==> src/rtl/pc_pkg.sv <==
// Shared op codes for the program-counter / return-address-stack unit.
package pc_pkg;

    localparam int PC_OP_W = 3;

    localparam logic [PC_OP_W-1:0] PC_OP_HOLD   = 3'b000;
    localparam logic [PC_OP_W-1:0] PC_OP_INC    = 3'b001;
    localparam logic [PC_OP_W-1:0] PC_OP_LOAD   = 3'b010;
    localparam logic [PC_OP_W-1:0] PC_OP_BRANCH = 3'b011;
    localparam logic [PC_OP_W-1:0] PC_OP_CALL   = 3'b100;
    localparam logic [PC_OP_W-1:0] PC_OP_RET    = 3'b101;

endpackage

==> src/rtl/pc_stack_unit_ras_lifo.sv <==
// Return-address LIFO: un-reset storage array plus a reset SP counter.
// top_data always shows the newest entry (mem[sp-1]); it is meaningless while empty.
module ras_lifo #(
    parameter int DATA_W = 8,
    parameter int DEPTH  = 4
) (
    input  logic                       clk,
    input  logic                       rst_n,
    input  logic                       clr,
    input  logic                       push,
    input  logic                       pop,
    input  logic [DATA_W-1:0]          push_data,
    output logic [DATA_W-1:0]          top_data,
    output logic [$clog2(DEPTH):0]     sp,
    output logic                       full,
    output logic                       empty
);

    localparam int IDX_W = $clog2(DEPTH);
    localparam int SP_W  = IDX_W + 1;

    logic [DATA_W-1:0] mem [DEPTH];
    logic [SP_W-1:0]   sp_q;
    logic [SP_W-1:0]   sp_m1;

    assign sp_m1    = sp_q - SP_W'(1);
    assign sp       = sp_q;
    assign full     = (sp_q == SP_W'(DEPTH));
    assign empty    = (sp_q == '0);
    assign top_data = mem[sp_m1[IDX_W-1:0]];

    // Overflowing pushes and underflowing pops are dropped here as a second guard.
    always_ff @(posedge clk or negedge rst_n) begin
        if (!rst_n) begin
            sp_q <= '0;
        end else if (clr) begin
            sp_q <= '0;
        end else if (push && !full) begin
            sp_q <= sp_q + SP_W'(1);
        end else if (pop && !empty) begin
            sp_q <= sp_m1;
        end
    end

    always_ff @(posedge clk) begin
        if (!clr && push && !full) begin
            mem[sp_q[IDX_W-1:0]] <= push_data;
        end
    end

endmodule

==> src/rtl/pc_stack_unit.sv <==
// Fetch-stage program counter with relative branch, call/return through a RAS,
// and a sticky stack-fault flag.
module pc_stack_unit
    import pc_pkg::*;
#(
    parameter int              PC_W      = 8,
    parameter int              RAS_DEPTH = 4,
    parameter logic [PC_W-1:0] RESET_VEC = '0
) (
    input  logic                         clk,
    input  logic                         rst_n,
    input  logic                         pc_clr,
    input  logic                         pc_en,
    input  logic [PC_OP_W-1:0]           pc_op,
    input  logic [PC_W-1:0]              pc_target,
    input  logic [PC_W-1:0]              pc_offset,
    output logic [PC_W-1:0]              pc,
    output logic [$clog2(RAS_DEPTH):0]   sp,
    output logic                         stk_full,
    output logic                         stk_empty,
    output logic                         stk_err
);

    // pc_en qualifies pc_op like a valid: the op executes on the edge where
    // pc_en=1; the unit is always ready, there is no back-pressure.

    logic [PC_W-1:0] pc_q;
    logic [PC_W-1:0] pc_next;
    logic [PC_W-1:0] pc_plus1;
    logic [PC_W-1:0] ras_top;
    logic            push;
    logic            pop;
    logic            fault;
    logic            err_q;

    assign pc       = pc_q;
    assign stk_err  = err_q;
    assign pc_plus1 = pc_q + PC_W'(1);

    ras_lifo #(
        .DATA_W (PC_W),
        .DEPTH  (RAS_DEPTH)
    ) u_ras (
        .clk       (clk),
        .rst_n     (rst_n),
        .clr       (pc_clr),
        .push      (push),
        .pop       (pop),
        .push_data (pc_plus1),
        .top_data  (ras_top),
        .sp        (sp),
        .full      (stk_full),
        .empty     (stk_empty)
    );

    always_comb begin
        pc_next = pc_q;
        push    = 1'b0;
        pop     = 1'b0;
        fault   = 1'b0;
        if (pc_en && !pc_clr) begin
            case (pc_op)
                PC_OP_INC:    pc_next = pc_plus1;
                PC_OP_LOAD:   pc_next = pc_target;
                PC_OP_BRANCH: pc_next = pc_q + pc_offset;
                PC_OP_CALL: begin
                    if (stk_full) begin
                        fault = 1'b1;
                    end else begin
                        push    = 1'b1;
                        pc_next = pc_target;
                    end
                end
                PC_OP_RET: begin
                    if (stk_empty) begin
                        fault = 1'b1;
                    end else begin
                        pop     = 1'b1;
                        pc_next = ras_top;
                    end
                end
                default: pc_next = pc_q;
            endcase
        end
    end

    always_ff @(posedge clk or negedge rst_n) begin
        if (!rst_n) begin
            pc_q  <= RESET_VEC;
            err_q <= 1'b0;
        end else if (pc_clr) begin
            pc_q  <= RESET_VEC;
            err_q <= 1'b0;
        end else begin
            pc_q <= pc_next;
            if (fault) begin
                err_q <= 1'b1;
            end
        end
    end

endmodule

==> config.mk <==
export PLATFORM = sky130hd
export DESIGN_NAME = pc_stack_unit
export DESIGN_NICKNAME = d
export VERILOG_FILES = /design/src/rtl/pc_pkg.sv /design/src/rtl/pc_stack_unit_ras_lifo.sv /design/src/rtl/pc_stack_unit.sv
export SDC_FILE = /design/constraint.sdc
export NUM_CORES = 1
export LEC_CHECK = 0
export ABC_AREA = 0
export BUFFER_PORTS_ARGS = -buffer_cell sky130_fd_sc_hd__buf_2
export CORE_ASPECT_RATIO = 2
export CORE_MARGIN = 4
export CORE_UTILIZATION = 45
export CTS_CLUSTER_DIAMETER = 30
export DETAILED_ROUTE_END_ITERATION = 10
export GPL_TIMING_DRIVEN = 0
export PLACE_DENSITY = 0.65
export SYNTH_ARGS = -nofsm -noshare
export SYNTH_HDL_FRONTEND = slang
export SYNTH_SLANG_ARGS = --single-unit
export TNS_END_PERCENT = 30
==> constraint.sdc <==
create_clock -name clk -period 5.5 [get_ports clk]
set_input_delay 1.1 -clock clk [delete_from_list [all_inputs] [get_ports clk]]
set_output_delay 1.1 -clock clk [all_outputs]
set_load 0.02 [all_outputs]
-- After elaboration in Yosys (flattened, before gate mapping)
Memories as Yosys holds them, arrays and structs flattened.
Cells that the tools add are included.
Widths: inputs -> output; s select.
- bits in writable memories: 32
- memories: 1
- input port bits: 23
- bits in registers: 12
- muxes and demuxes: 22
- equality and inequality tests: 8
- reduce and logical (&&, ||, !) cells: 14
- add/subtract/negate cells: 4
- memories (name ; depth ; bits a word ; rd ports ; clocked after Yosys merged registers in ; write ports ; line ; source):
    u_ras.mem ; 4 ; 8 ; 1 ; 0 ; 1 ; pc_stack_unit_ras_lifo.sv:22 ; logic [DATA_W-1:0] mem [DEPTH];
- operators by type and width (operator ; number):
    $pmux 8 s5 ; 1
    $mux 8 ; 4
    $mux 1 ; 13
    $eq 3x3->1 const B ; 3
    $mux 3 ; 3
    $add 8x1->8 const B ; 1
    $add 8x8->8 ; 1
    $eq 3x2->1 const B ; 2
    $ne 3x3->1 const B ; 2
    $reduce_bool 6->1 ; 1
    $logic_and 1x1->1 ; 5
    $reduce_and 4->1 ; 1
    $reduce_bool 2->1 ; 2
    $add 3x1->3 const B ; 1
    $eq 3x1->1 const B ; 1
    $logic_not 1->1 ; 3
    $logic_not 3->1 ; 1
    $reduce_bool 3->1 ; 1
    $sub 3x1->3 const B ; 1
    $pmux 1 s2 ; 1

-- Depth between registers and ports, before layout
Gate-level depths: netlist of the first run.
- depth in word-level cells: 8
- depth in mapped cells: 9
- mapped depth without buffers: 7

-- Modules after synthesis
Synthesis of the first run repeated with hierarchy kept, for this count alone.
- cell total of the unflattened synthesis: 232
- area, all modules: 2700.1 um2
- by module, submodules not included (module ; seq. area each (um2) ; times used ; cells each ; area each (um2)):
    ras_lifo ; 1036.0 ; 1 ; 76 ; 1482.7
    pc_stack_unit ; 225.2 ; 1 ; 156 ; 1217.4

-- Worst setup path after synthesis of the first run
Ideal clock, no wire load.
- kind: input to register
- start: input pc_offset[0]
- end: register pc_q[4] (netlist: pc[4])
- setup slack: 2.757 ns
- stages: 7
- arrival time: 2.605 ns
- setup time: 0.137 ns
- data required time: 5.363 ns
- path through: ha_1 fa_1 a21o_1 a211oi_1 nor3_1 a2111oi_0 nor3_1
- word-level cells in the longest chain between the ends: 4
- ends and longest elaborated chain (element ; line ; source):
    start, declared ; pc_stack_unit.sv:16 ; input logic [PC_W-1:0] pc_offset,
    $add 8x8->8 ; pc_stack_unit.sv:65 ; PC_OP_BRANCH: pc_next = pc_q + pc_offset;
    $pmux 8 s5 ; pc_stack_unit.sv:62 ; case (pc_op)
    $mux 8 ; pc_stack_unit.sv:61 ; if (pc_en && !pc_clr) begin
    $mux 8 ; pc_stack_unit.sv:91 ; end else if (pc_clr) begin
    end signal, assigned ; pc_stack_unit.sv:95 ; pc_q <= pc_next;
    end, declared ; pc_stack_unit.sv:27 ; logic [PC_W-1:0] pc_q;
No other way between the ends. The select of a mux whose other input is x is not followed.
A chain may end at the register's enable or synchronous reset.

-- Final worst setup path of the first run
- start: register u_ras.sp_q[0] (netlist: u_ras.sp[0])
- end: output stk_full
- word-level cells in the longest chain between the ends: 1
- ends and longest elaborated chain (element ; line ; source):
    start, declared ; pc_stack_unit_ras_lifo.sv:23 ; logic [SP_W-1:0] sp_q;
    start signal, assigned ; pc_stack_unit_ras_lifo.sv:39 ; sp_q <= sp_q + SP_W'(1);
    start signal, assigned ; pc_stack_unit_ras_lifo.sv:41 ; sp_q <= sp_m1;
    $eq 3x3->1 ; pc_stack_unit_ras_lifo.sv:28 ; assign full = (sp_q == SP_W'(DEPTH));
    end, declared ; pc_stack_unit.sv:19 ; output logic stk_full,
No other way between the ends.

==> metrics.yaml, run 1 <==
yosys:
  muxShareOfSynthArea_pct: 8.55
  syn_nets: 276
  synthTopCellsByCount: "32 x edfxtp_1, 15 x nor2_1, 14 x a21oi_1"
  yosys.area_share.xor_xnor_pct: 3.64
  synth_ff_type: "edfxtp_1"
  yosysTopAreaCellShare_pct: 36.3
  synth_top_family_by_area: "compound AO/OA/AOI/OAI gates"
  yosys.area_share.simple_pct: 13.4
  ys_ff_latch: 44
  synth_most_common_cell: "edfxtp_1"
  async_flop_share_pct: 27.3
  synth_area_sq_um: 2650
  synth_cells: 239
  synth_cell_type_count: 50
  ys_warn_count: 0
  synth-seq-area-share_pct: 47.6
  yosys.area_share.adder_pct: 6.89
  yosys.area.top_type: "edfxtp_1"
  avgSynthCellArea_sq_um: 11.1
  synth-edff-count: 32
  synthTopCellsByArea: "edfxtp_1 36%, dfrtp_1 11%, ha_1 6.1%, mux4_2 4.2%, mux2i_1 3.0%"
  synth_compound_area_share_pct: 16.8
sta:
  slew_viol_final: 0
  relSlewSlack_pct: 46.8
  min_period_over_period_pct: 54.2
  clock.fmax_mhz: 335
  setup_ws_ns: 2.52
  tns_ns: 0
  rsz0062_at_grt: "false"
  fin_worst_skew_ns: 0.0136
  worst_pin_slew_ns: 0.795
  period_needed_ns: 2.98
  setup_viol: 0
  hold_viol_final: 0
clock_network:
  cts_tree: "built"
  clk_latency_ns: 0.29
  cts.clk_slew.worst_paths_ns: 0.07
  clockBufferDepth: 2
  cts_resized: 0
  cts_setup_buffers: 0
  cts.root.buffer_cell: "clkbuf_16"
  cts_inserted_buffers: 5
  cts.hold.buffers_added: 0
  htreeDepth: 2
  cts_sinks: 44
worst_setup_path:
  arrival_ns: 1.88
  critPathMaxFanout: 10
  start_kind: "flop"
  path_class: "flop to output pin"
  end_kind: "output pin"
  crit_required_ns: 4.40
pwr:
  pwr_density_cell_nw_per_um2: 259
  peakVddDrop_uv: 298
  p_sw_share_pct: 26.2
  clkPwrFrac_pct: 35.8
  power_uw: 788
  p_int_uw: 581
  p_switching_uw: 206
  p_seq_share_pct: 47.6
  leakagePower_nw: 1.22
  p_comb_share_pct: 16.6
floorplanning:
  die_w_microns: 62.3
  row_count: 39
  io_pins: 37
  start_util_pct: 46.4
  die_h_microns: 117
  core_sq_um: 5710
  dieArea_sq_um: 7260
min_path:
  hold_path_class: "flop to flop"
place:
  dp.cells: 336
  post-place-ws_ns: 2.44
  place_congestion: 0.940
  dp_hpwl_microns: 5350
  place.port_buffers: 36
  placed_area_sq_um: 2910
global_routing:
  grt_pass1_wl_microns: 10700
  grt_max_degree: 14
  grt.overflow.total: 0
  track_usage_pct: 19.5
  antenna_found_initial: 0
  grt_pass1_vias: 2098
run:
  cap_viol_max_count: 0
drt:
  drc: 0
  drt_iter0_drc: 109
  wl_per_cell_microns: 20.0
  vias_per_cell: 6.07
  ant_nets: 0
  wl_microns: 6880
  drtPass1Iterations: 4
  vias: 2089
cells_and_area:
  drive_above_1_share_pct: 21.6
  final_nets: 319
  area_delta_synth_final_pct: 14.9
  final_area_sq_um: 3050
  antenna_cells: 0
  stdcell_count: 344
run_status:
  outcome: "finished clean"
[kinds of logic (layout without fill, tap and decap cells)]
logic type               after synthesis  after routing
flip-flops                            44             44
AO/OA/AOI/OAI                         65             65
AND/OR/NAND/NOR                       69             69
XOR/XNOR                              11             11
multiplexers                          16             16
buffers and inverters                 20             64
adder cells (fa/ha/maj)               14             14
[area by class of cell]
| type | instances | area [sq um] |
|---|---|---|
| buffer | 12 | 55.1 |
| tap | 61 | 76.3 |
| clock buffer | 5 | 125 |
| fill | 523 | 2660 |
| timing repair buffer | 36 | 180 |
| inverter | 8 | 30.0 |
| multi-input combinational | 175 | 1300 |
| clock inverter | 3 | 13.8 |
| sequential | 44 | 1260 |
[flip-flops by register name, summed over array words and instances, names as in the netlist]
register and flops:
u_ras.sp 3, pc 8, stk_err 1, u_ras.mem 32
[worst max-delay path: stages, from the launching register on]
cell	delay, ns
dfrtp_1	0.56
buf_4	0.29
inv_1	0.11
ha_1	0.28
nand2_1	0.13
inv_1	0.07
buf_2	0.16
[per-layer routing]
layer,share of wire (%),GRT usage (%),routed length (microns)
met5,0,0,0
met2,56,36.0,3840
met1,37,19.8,2520
met3,2.9,3.85,201
met4,4.6,12.0,313
[layout by cell type, fill, tap and decap left out, drive strengths merged, types with 3 or more instances in the layout]
master	n
buf	42
edfxtp	32
nor2	15
a21oi	14
ha	13
o21ai	12
nand2	12
dfrtp	12
clkbuf	11
nor3	10
inv	8
mux2i	8
xnor2	7
nor2b	7
a211oi	7
nand3	5
nand2b	5
mux4	5
xor2	4
and2	4
nand4	3
o21a	3
a211o	3
mux2	3
o22ai	3
a31oi	3
clkinv	3
[power by group through the flow]
stage	sequential, mW	clock [mW]	combinational [mW]
floorplan	0.385	0	0.0812
global placement	0.381	0	0.128
detailed placement	0.382	0	0.130
CTS	0.375	0.290	0.131
global route	0.376	0.301	0.145
finish	0.375	0.282	0.131
[stage by stage]
stage	utilization, %	hold slack, ns
2_1_floorplan	-	0.610
3_3_place_gp	50.9	0.485
3_5_place_dp	50.9	0.490
4_1_cts	53.3	0.508
5_1_grt	53.3	0.533
6_report	53.3	0.504
[path summary, 6_finish.rpt]
path,startpoint,to,slack (ns),depth (start not counted)
max,u_ras.sp[0],stk_full,2.52,6
min,stk_err,stk_err,0.50,2
max reg2reg,u_ras.sp[0],pc[7],2.57,9
min reg2reg,stk_err,stk_err,0.50,2
max in group asynchronous,rst_n,pc[4],4.53,1
min in group asynchronous,rst_n,pc[1],0.70,1
No activity file was read; power rests on OpenSTA's default activity.
==> run 2: changes to the inputs <==
- clock period: 5.5 -> 2.8 ns (I/O delays scaled with it)
==> run 2 against run 1 <==
Effect of this change:
- count of clock-buffer cells in the layout unchanged
- global-route usage hardly changed
- die area is the same
- setup slack worse by 2.4 ns
- clock power grew 95%
- via count is 0.19% higher
- critical path type is now flop to flop
- sequential share of layout area is 0.075 points higher
- highest routed layer unchanged
==> metrics.yaml, run 2 (same netlist as run 1, synthesis figures left out) <==
drt:
  drtPass1Iterations: 4  # unchanged
  wl_microns: 6880  # +0.10%
  vias: 2093  # +0.19%
  drc: 0  # unchanged
  ant_nets: 0  # unchanged
  drt_iter0_drc: 101  # -7.3%
  vias_per_cell: 6.10  # +0.48%
  wl_per_cell_microns: 20.1  # +0.39%
global_routing:
  grt.overflow.total: 0  # unchanged
  antenna_found_initial: 0  # unchanged
  grt_max_degree: 14  # unchanged
  grt_pass1_vias: 2086  # -0.57%
  track_usage_pct: 19.5  # -0.040 points
  grt_pass1_wl_microns: 10700  # -0.13%
place:
  place_congestion: 0.940  # unchanged
  placed_area_sq_um: 2910  # unchanged
  dp_hpwl_microns: 5350  # unchanged
  dp.cells: 336  # unchanged
  place.port_buffers: 36  # unchanged
worst_setup_path:
  start_kind: "flop"
  path_class: "flop to flop"
  arrival_ns: 2.84  # +0.96 ns
  end_kind: "flop"
  crit_start: "u_ras.sp[0]"
  crit_required_ns: 2.98  # -1.42 ns
  reg2reg_from: "u_ras.sp[0]"
  critPathMaxFanout: 10  # unchanged
min_path:
  hold_path_class: "primary input to async pin"
pwr:
  peakVddDrop_uv: 582  # +95%
  pwr_density_cell_nw_per_um2: 508  # +96%
  leakagePower_nw: 1.21  # -0.23%
clock_network:
  cts.hold.buffers_added: 0  # unchanged
  cts_inserted_buffers: 5  # unchanged
  cts_tree: "built"
  clk_latency_ns: 0.29  # about the same
  htreeDepth: 2  # unchanged
  cts_sinks: 44  # unchanged
  clockBufferDepth: 2  # unchanged
  cts.root.buffer_cell: "clkbuf_16"
  cts.clk_slew.worst_paths_ns: 0.07  # about the same
cells_and_area:
  final_nets: 318  # -0.31%
  post-route-util_pct: 53.3  # about the same
  stdcell_count: 343  # -0.29%
  mostFrequentLayoutCells: "41 x buf_2, 32 x edfxtp_1, 15 x nor2_1, 14 x a21oi_1, 13 x ha_1"
  antenna_cells: 0  # unchanged
  multiInputGateArea_sq_um: 1300  # unchanged
  fillerInstances: 522  # -0.19%
  regArea_sq_um: 1260  # about the same
  final_area_sq_um: 3040  # about the same
  drive_above_1_share_pct: 22.0  # +0.43 points
  final_common_cell: "buf_2"
  area_delta_synth_final_pct: 14.8  # about the same
  largest_reg_flops: 32  # unchanged
run_status:
  outcome: "finished clean"
sta:
  rsz0062_at_grt: "false"
  clock.fmax_mhz: 376
  relSlewSlack_pct: 42.5  # -4.3 points
  worst_pin_slew_ns: 0.850  # +0.0552 ns
  min_period_over_period_pct: 95.0
  setup_viol: 0  # unchanged
  fin_worst_skew_ns: 0.0136  # +0.0000529 ns
  slew_viol_final: 0  # unchanged
  hold_viol_final: 0  # unchanged
  period_needed_ns: 2.66
  tns_ns: 0  # unchanged
floorplanning:
  row_count: 39  # unchanged
  die_h_microns: 117  # unchanged
  die_w_microns: 62.3  # unchanged
  io_pins: 37  # unchanged
  core_sq_um: 5710  # unchanged
  start_util_pct: 46.4  # unchanged
  dieArea_sq_um: 7260  # unchanged
run:
  cap_viol_max_count: 0  # unchanged
## run 2: power by group
part | switching, mW | internal, mW | leakage [nW]
clock | 0.227 | 0.324 | 0.0710
combinational | 0.157 | 0.101 | 0.695
sequential | 0.0187 | 0.717 | 0.446
total | 0.402 | 1.14 | 1.21
## run 2: through the flow
stage	hold WS [ns]	worst slack [ns]	total power, mW
final	0.166	0.140	1.54
after global routing	0.172	0.00332	1.61
after CTS	0.170	0.118	1.56
after detailed placement	0.481	-0.180	1.01
after global placement	0.473	-0.138	1.00
after floorplan	0.264	0.126	0.916
## run 2: repair_timing
item	4_1_cts	5_1_grt
resized for setup	1	0
setup endpoints to repair	2	0
buffers inserted	0	0
## run 2: final timing paths
| path | cells past startpoint | endpoint | slack (ns) |
|---|---|---|---|
| setup / recovery | 8 | pc[7] | 0.14 |
| hold / removal | 1 | u_ras.sp[1] | 0.17 |
| setup reg to reg | 8 | pc[7] | 0.14 |
| hold reg to reg | 2 | stk_err | 0.51 |
| max in group asynchronous | 1 | u_ras.sp[0] | 2.36 |
| min in group clk | 2 | stk_err | 0.51 |
## run 2: worst max-delay path: stages (launching register included)
cell,delay [ns]
dfrtp_2,0.48
buf_4,0.26
inv_1,0.11
ha_1,0.51
mux4_2,0.37
and3_1,0.20
a211o_1,0.21
a32o_1,0.21
a41o_1,0.20
## run 2: cell type report
class / instances / share of cell area (%)
well taps: 61 / 2.51
clock buffers: 5 / 4.11
multi-input cells: 175 / 42.8
plain buffers: 11 / 1.69
flip-flops and latches: 44 / 41.5
repair buffers: 36 / 5.92
clock inverters: 3 / 0.452
inverters: 8 / 0.987
## run 2: layer usage
layer	vias up	global-route usage [%]	share of wire (%)
met2	60	35.9	56
met4	0	12.0	4.5
met3	18	3.85	3.0
met5	-	0	0
met1	1012	19.8	37
li1	1003	-	-
